[config.mk]
export PLATFORM = sky130hd
export DESIGN_NAME = decade_2421_decoder
export DESIGN_NICKNAME = d
export VERILOG_FILES = /design/src/rtl/decade_2421_decoder.sv
export SDC_FILE = /design/constraint.sdc
export NUM_CORES = 1
export LEC_CHECK = 0
export ABC_AREA = 1
export BUFFER_PORTS_ARGS = -buffer_cell sky130_fd_sc_hd__buf_2
export CORE_MARGIN = 1
export CORE_UTILIZATION = 49
export CTS_CLUSTER_SIZE = 14
export DETAILED_ROUTE_END_ITERATION = 16
export HOLD_SLACK_MARGIN = 0.12
export PLACE_DENSITY_LB_ADDON = 0.15
export SETUP_SLACK_MARGIN = 0.3
export SLEW_MARGIN = 20
export SYNTH_ARGS = -nofsm -noshare
export SYNTH_HDL_FRONTEND = slang
export SYNTH_SLANG_ARGS = --single-unit
[constraint.sdc]
create_clock -name clk -period 1.3 [get_ports clk]
set_input_delay 0.13 -clock clk [delete_from_list [all_inputs] [get_ports clk]]
set_output_delay 0.13 -clock clk [all_outputs]
set_load 0.02 [all_outputs]
[src/rtl/decade_2421_decoder.sv]
// Sequence checker for a 2421 (Aiken) decade counter: decodes each qualified
// sample to BCD, tracks the 0..9 count order and carry, and tallies errors.
//
// state    | meaning
// ---------+-----------------------------------------------------------
// S_UNLOCK | after reset, waiting for the first well-formed sample
// S_LOCK   | tracking; each sample must equal the expected next digit
// S_ERR    | sequence broken; next well-formed sample resynchronises
module decade_2421_decoder (
    input  logic       clk,
    input  logic       reset,
    input  logic       x,
    input  logic [3:0] code,
    input  logic       z_in,
    output logic [3:0] digit,
    output logic       digit_vld,
    output logic [3:0] tens,
    output logic       locked,
    output logic       err,
    output logic [3:0] err_cnt
);

    typedef enum logic [1:0] {
        S_UNLOCK = 2'd0,
        S_LOCK   = 2'd1,
        S_ERR    = 2'd2
    } state_t;

    state_t     r_state;
    state_t     w_state_nxt;
    logic [3:0] r_expected;
    logic [3:0] r_digit;
    logic [3:0] r_tens;
    logic [3:0] r_err_cnt;
    logic       r_digit_vld;
    logic       r_err;

    logic [3:0] w_dec;
    logic [3:0] w_dec_inc;
    logic       w_code_ok;
    logic       w_sample_ok;
    logic       w_accept;
    logic       w_reject;
    logic       w_tens_inc;

    always_comb begin
        w_dec     = 4'd0;
        w_code_ok = 1'b1;
        case (code)
            4'b0000: w_dec = 4'd0;
            4'b0001: w_dec = 4'd1;
            4'b0010: w_dec = 4'd2;
            4'b0011: w_dec = 4'd3;
            4'b0100: w_dec = 4'd4;
            4'b1011: w_dec = 4'd5;
            4'b1100: w_dec = 4'd6;
            4'b1101: w_dec = 4'd7;
            4'b1110: w_dec = 4'd8;
            4'b1111: w_dec = 4'd9;
            default: w_code_ok = 1'b0;
        endcase
    end

    // A sample is well-formed when the code is legal and the carry marks exactly digit 9.
    assign w_sample_ok = w_code_ok && (z_in == (w_dec == 4'd9));
    assign w_dec_inc   = (w_dec == 4'd9) ? 4'd0 : w_dec + 4'd1;

    always_ff @(posedge clk or negedge reset) begin
        if (!reset) r_state <= S_UNLOCK;
        else        r_state <= w_state_nxt;
    end

    always_comb begin
        w_state_nxt = r_state;
        if (x) begin
            case (r_state)
                S_UNLOCK: if (w_sample_ok) w_state_nxt = S_LOCK;
                S_LOCK:   if (!(w_sample_ok && (w_dec == r_expected))) w_state_nxt = S_ERR;
                S_ERR:    if (w_sample_ok) w_state_nxt = S_LOCK;
                default:  w_state_nxt = S_UNLOCK;
            endcase
        end
    end

    always_comb begin
        w_accept   = x && w_sample_ok && ((r_state != S_LOCK) || (w_dec == r_expected));
        w_reject   = x && !w_accept;
        w_tens_inc = w_accept && (r_state == S_LOCK) && (r_digit == 4'd9) && (w_dec == 4'd0);
    end

    always_ff @(posedge clk or negedge reset) begin
        if (!reset) begin
            r_expected  <= 4'd0;
            r_digit     <= 4'd0;
            r_tens      <= 4'd0;
            r_err_cnt   <= 4'd0;
            r_digit_vld <= 1'b0;
            r_err       <= 1'b0;
        end else begin
            r_digit_vld <= w_accept;
            r_err       <= w_reject;
            if (w_accept) begin
                r_digit    <= w_dec;
                r_expected <= w_dec_inc;
            end
            if (w_tens_inc) begin
                r_tens <= (r_tens == 4'd9) ? 4'd0 : r_tens + 4'd1;
            end
            if (w_reject && (r_err_cnt != 4'hF)) begin
                r_err_cnt <= r_err_cnt + 4'd1;
            end
        end
    end

    assign digit     = r_digit;
    assign digit_vld = r_digit_vld;
    assign tens      = r_tens;
    assign locked    = (r_state == S_LOCK);
    assign err       = r_err;
    assign err_cnt   = r_err_cnt;

endmodule

==> flow_summary_export.csv, run 1 <==
group,metric,value,unit
setup_path,startpoint,"r_expected[3]",
logic_synthesis,netlist_instances,167,
logic_synthesis,yosysWarningCount,0,
detailed_routing,wl_per_cell,13.9,um
power,power_density,1730,mW/mm2
logic_synthesis,synth-seq-cells,20,
clocking,cts_buffer_depth,2,
floorplan,die_x,53.1,um
status,status,"finished, violations left",
floorplan,fp.coreArea,0.00248,mm2
global_routing,globalRouteOverflowTotal,0,
logic_synthesis,synth_area_leaders,"dfrtp_1 (39%), nand2_1 (13%), inv_1 (6.8%)",
min_path,min_path_type,"in2reg",
timing,drv_slew,0,
placed_design,placed_cell_area,0.00161,mm2
setup_path,arrival,1.69,ns
run,max-cap-violations,0,
setup_path,critPathKind,"reg2reg",
setup_path,critPathMaxFanout,8,
clocking,cts_root_buf,"clkbuf_4",
detailed_routing,vias,1382,
logic_synthesis,synth_top_area_share,39.2,%
power,clkPwrFrac,15.8,%
floorplan,rows,18,
layout,layout-drive-gt1-share,45.0,%
clocking,clkLatencyLatePin,0.31,ns
setup_path,r2r-start,"r_expected[3]",
layout,finalNonFillerCells,252,
layout,nFillCells,172,
power,power.total,3.30,mW
clocking,cts-htree-levels,1,
power,p_leak,0.978,nW
placed_design,dp_slack,-0.226,ns
power,swShare,41.0,%
logic_synthesis,syn_avg_cell_area,7.65,um2
global_routing,antenna_found_initial,0,
min_path,holdCritStartpoint,"x",
floorplan,start_util,51.6,%
clocking,clock-sinks,20,
placed_design,dpl.cell_count,238,
placed_design,hpwl,2.23,mm
placed_design,portBuffers,22,
layout,finish.instance_area,0.00190,mm2
timing,setup_viol,18,
detailed_routing,via_per_inst,5.48,
power,irDropWorstVdd,1.45,mV
logic_synthesis,synth_nets,176,
setup_path,crit_path_end_kind,"flip-flop",
timing,timing.fmax,694,MHz
timing,timing.final.ws_setup,-0.141,ns
placed_design,gp_congestion,0.869,
detailed_routing,drtPass1Iterations,4,
floorplan,die_area,0.00282,mm2
layout,num_antenna_cells,0,
layout,layout_commonest_cell,"nand2_1",
timing,slew_headroom,70.0,%
logic_synthesis,yosysTopAreaCell,"dfrtp_1",
layout,mostFrequentLayoutCells,"nand2_1 (37), buf_4 (25), dfrtp_1 (20)",
logic_synthesis,yosysSeqAreaShare,39.2,%
timing,hold_viol,0,
floorplan,fp.dieH,53.1,um
power,switchingPower,1.35,mW
logic_synthesis,synth.distinct_cells,26,
global_routing,grt_pass1_vias,1195,
timing,worst_pin_slew,0.450,ns
timing,period_minus_slack,1.44,ns
detailed_routing,post-route-drc-count,0,
setup_path,cp.required,1.55,ns
detailed_routing,first_iter_violations,52,
clocking,cts_tree,"done",
power,power_frac_seq,30.8,%
floorplan,io_pins,23,
global_routing,grt_pass1_wl,5.05,mm
detailed_routing,antenna_left,0,
layout,num-nets-final,232,
status,failed_checks,"negative setup slack",
clocking,cts_made_buffers,3,
global_routing,grt_max_degree,21,
detailed_routing,finalWirelength,3.51,mm
global_routing,track_usage,24.9,%
setup_path,start_kind,"flip-flop",
clocking,clk_pin_slew,0.13,ns
power,pwr-share-comb,53.4,%
layout,syn_to_final_growth,49.1,%
logic_synthesis,synthesis.area,0.00128,mm2
power,intPower,1.95,mW
timing,finalCritPeriodShare,111,%
timing,worst_clock_skew,0.0125,ns
timing,whs,0.146,ns
timing,rsz0062_at_grt,"yes",
-- power groups by stage --
| stage | combinational (mW) | clock (mW) | sequential, mW |
|---|---|---|---|
| 6_report | 1.76 | 0.522 | 1.02 |
| 5_1_grt | 1.90 | 0.548 | 1.04 |
| 4_1_cts | 1.53 | 0.526 | 0.991 |
| 3_5_place_dp | 1.26 | 0 | 0.992 |
| 3_3_place_gp | 1.23 | 0 | 0.982 |
| 2_1_floorplan | 0.724 | 0 | 1.11 |
-- cells by family (layout without fill, tap and decap cells) --
logic type                 count (synthesis)  in the layout  share of synthesized area, %
xor gates and xnor gates                   5              5                          3.43
and+or+nand+nor                           90             91                          34.8
AOI/OAI and AO/OA                         23             23                          11.9
DFF                                       20             20                          39.2
buffers and inverters                     28             82                          9.70
adders and majority gates                  1              1                         0.979
-- per-stage QoR --
| stage | utilization (%) | setup TNS [ns] |
|---|---|---|
| floorplan | - | 0 |
| global placement | 65.2 | -2.95 |
| detailed placement | 65.2 | -3.84 |
| CTS | 73.2 | -0.773 |
| global route | 76.9 | -2.98 |
| finish | 76.9 | -1.21 |
-- synth_stat cells, drive strengths merged --
cell type,number
nand2,48
inv,26
dfrtp,20
nand3,17
o21ai,17
nand4,11
nor2,10
xor2,4
nor3,3
o21bai,3
buf,2
a21boi,1
a21oi,1
a31oi,1
ha,1
or2,1
xnor2,1
-- what timing repair did --
item	CTS	global route
setup buffers	5	3
pin swaps	1	10
gates resized for setup	29	21
cloned	0	1
endpoints found under the hold margin	20	0
hold buffers	1	0
endpoints found under the setup margin	33	34
-- worst paths after layout --
kind	to	slack, ns	depth (start not counted)
min in group asynchronous	tens[1]	0.28	2
max	digit[0]	-0.14	10
min reg2reg	r_expected[3]	0.54	2
min	err	0.15	3
max reg2reg	digit[0]	-0.14	10
max in group asynchronous	r_expected[3]	0.70	2
-- registers in the layout, indices dropped and copies added, names as in the netlist --
register    count
digit           4
err_cnt         4
r_expected      4
tens            4
r_state         2
digit_vld       1
err             1
-- per-layer routing --
metal	routed length (um)	track usage, %	vias to the layer above	part of all wire, %
met5	0	0	-	0
met4	74	10.5	0	2.1
met3	159	4.02	9	4.5
met2	1810	42.4	53	52
met1	1470	30.8	657	42
li1	-	-	663	-
-- worst max-delay path, stage by stage, from the launching register on --
cell and delay [ns]:
dfrtp_1 0.41, inv_1 0.06, nand2_1 0.05, nand2_1 0.08
nand3_2 0.11, inv_2 0.08, nand2_2 0.06, nand2_4 0.12
nand2_8 0.10, buf_4 0.17, o21ai_2 0.14
-- layout make-up --
class	count	area, um2	area share [%]
multi-input cells	120	774	40.7
flip-flops and latches	20	500	26.3
repair buffers	52	434	22.8
inverters	26	105	5.52
well taps	30	37.5	1.97
clock inverters	1	30.0	1.58
clock buffers	3	22.5	1.18
(Power assumes the default switching activity.)
==> run 2: changes to the inputs <==
--- a/config.mk
+++ b/config.mk
@@ -8,7 +8,7 @@
 export ABC_AREA = 1
 export BUFFER_PORTS_ARGS = -buffer_cell sky130_fd_sc_hd__buf_2
 export CORE_MARGIN = 1
-export CORE_UTILIZATION = 49
+export CORE_UTILIZATION = 59
 export CTS_CLUSTER_SIZE = 14
 export DETAILED_ROUTE_END_ITERATION = 16
 export HOLD_SLACK_MARGIN = 0.12
==> constraint.sdc (replaced) <==
create_clock -name clk -period 1.8 [get_ports clk]
set_input_delay 0.18 -clock clk [delete_from_list [all_inputs] [get_ports clk]]
set_output_delay 0.18 -clock clk [all_outputs]
set_load 0.02 [all_outputs]
==> run 2 against run 1 <==
Compared with the run above:
- global-route usage hardly changed
- critical path type unchanged
- sequential power is 31% lower
- die area is 16% lower
- largest power group unchanged
- routed wire length is 20% lower
- cell count is 11% lower
- clock power is 61% lower
- the flow now finishes without violations
==> flow_summary_export.csv, run 2 (synthesis gave the netlist of run 1 again) <==
group,metric,value,unit
floorplan,rows,16,
timing,hold_viol,0,
setup_path,worst-r2r-cell-count,7,
floorplan,io_pins,23,
timing,timing.fmax,690,MHz
detailed_routing,post-route-drc-count,0,
setup_path,crit_path_end_kind,"flip-flop",
global_routing,track_usage,24.9,%
setup_path,arrival,1.65,ns
placed_design,hpwl,2.07,mm
global_routing,antenna_found_initial,0,
floorplan,fp.coreArea,0.00200,mm2
detailed_routing,vias,1201,
timing,setup_viol,0,
timing,slew_headroom,69.7,%
detailed_routing,antenna_left,0,
run,max-cap-violations,0,
timing,tns,0,ns
detailed_routing,via_per_inst,5.36,
global_routing,grt_pass1_wl,4.53,mm
clocking,clk_pin_slew,0.11,ns
min_path,holdCritStartpoint,"x",
min_path,min_path_type,"in2reg",
timing,drv_slew,0,
power,power.total,1.82,mW
layout,num-nets-final,208,
min_path,min_to,"err_cnt[1]",
detailed_routing,drtPass1Iterations,4,
placed_design,dpl.cell_count,215,
timing,finalCritPeriodShare,80.5,%
clocking,cts_root_buf,"clkbuf_4",
placed_design,placed_cell_area,0.00140,mm2
timing,rsz0062_at_grt,"yes",
setup_path,critPathMaxFanout,5,
layout,syn_to_final_growth,19.8,%
setup_path,r2r-start,"r_state[1]",
layout,layout_commonest_cell,"nand2_1",
clocking,cts_buffer_depth,2,
floorplan,start_util,63.8,%
layout,mostFrequentLayoutCells,"nand2_1 (39), buf_2 (22), dfrtp_1 (20)",
setup_path,critPathKind,"reg2reg",
power,irDropWorstVdd,0.934,mV
layout,finalNonFillerCells,224,
global_routing,grt_max_degree,21,
timing,period_minus_slack,1.45,ns
clocking,cts_made_buffers,3,
power,p_leak,0.804,nW
clocking,clock-sinks,20,
placed_design,portBuffers,22,
floorplan,die_x,48.5,um
layout,num_antenna_cells,0,
layout,nFillCells,156,
timing,worst_pin_slew,0.454,ns
clocking,cts-htree-levels,1,
setup_path,cp.required,2.00,ns
detailed_routing,first_iter_violations,42,
clocking,cts_tree,"done",
floorplan,fp.dieH,48.5,um
layout,layout-drive-gt1-share,32.5,%
status,status,"complete, no violations",
power,power_density,1190,mW/mm2
placed_design,gp_congestion,0.865,
setup_path,ff2ff_setup_slack,0.35,ns
setup_path,start_kind,"flip-flop",
floorplan,die_area,0.00236,mm2
setup_path,r2r-end,"tens[0]",
detailed_routing,wl_per_cell,12.5,um
timing,worst_clock_skew,0.00545,ns
layout,finish.instance_area,0.00153,mm2
global_routing,globalRouteOverflowTotal,0,
global_routing,grt_pass1_vias,1023,
detailed_routing,finalWirelength,2.81,mm
clocking,clkLatencyLatePin,0.29,ns
min_path,hold_depth,3,
==> run 2: worst max-delay path by stage <==
stage	start	to
after CTS	r_state[1]	err_cnt[1]
after global placement	code[1]	err_cnt[1]
final	r_state[1]	tens[0]
after detailed placement	code[1]	err_cnt[1]
after global routing	r_state[0]	tens[0]
after floorplan	r_state[1]	tens[0]
==> run 2: critical path, stage by stage (launching register included) <==
cell and delay [ns]:
dfrtp_1 0.39, or2_4 0.27, inv_4 0.09, nand4_1 0.10, nor3_2 0.24, nand4_1 0.13
nand2_1 0.10, inv_1 0.04
==> run 2: area by class of cell <==
| class | count | area [um2] | area share (%) |
|---|---|---|---|
| inverter | 26 | 103 | 6.70 |
| timing repair buffer | 28 | 158 | 10.3 |
| clock buffer | 3 | 22.5 | 1.47 |
| tap | 27 | 33.8 | 2.21 |
| multi-input combinational | 120 | 713 | 46.6 |
| sequential | 20 | 500 | 32.7 |
==> run 2: what timing repair did <==
| action | 4_1_cts | 5_1_grt |
|---|---|---|
| hold buffers | 1 | 0 |
| hold endpoints to repair | 20 | 0 |
| buffers inserted | 0 | 4 |
| setup endpoints to repair | 6 | 11 |
| pin swaps | 0 | 9 |
| cloned | 0 | 1 |
| gates resized for setup | 3 | 15 |
==> run 2: routing by layer <==
metal	up-vias	track usage, %	wire, um
li1	615	-	-
met1	541	35.7	1280
met2	43	40.6	1330
met3	2	3.77	175
met4	0	4.41	19
met5	-	0	0
==> run 2: power breakdown <==
group	total (mW)	internal, mW	switching, mW
clock	0.204	0.0776	0.126
combinational	0.915	0.337	0.577
sequential	0.704	0.593	0.110
==> run 2: stage by stage <==
| stage | util, % | hold WS [ns] | worst slack (ns) |
|---|---|---|---|
| final | 76.4 | 0.198 | 0.351 |
| after global routing | 76.4 | 0.197 | 0.302 |
| after CTS | 72.4 | 0.192 | 0.328 |
| after detailed placement | 70.1 | 0.157 | 0.120 |
| after global placement | 70.1 | 0.149 | 0.212 |
| after floorplan | - | -0.116 | 0.305 |
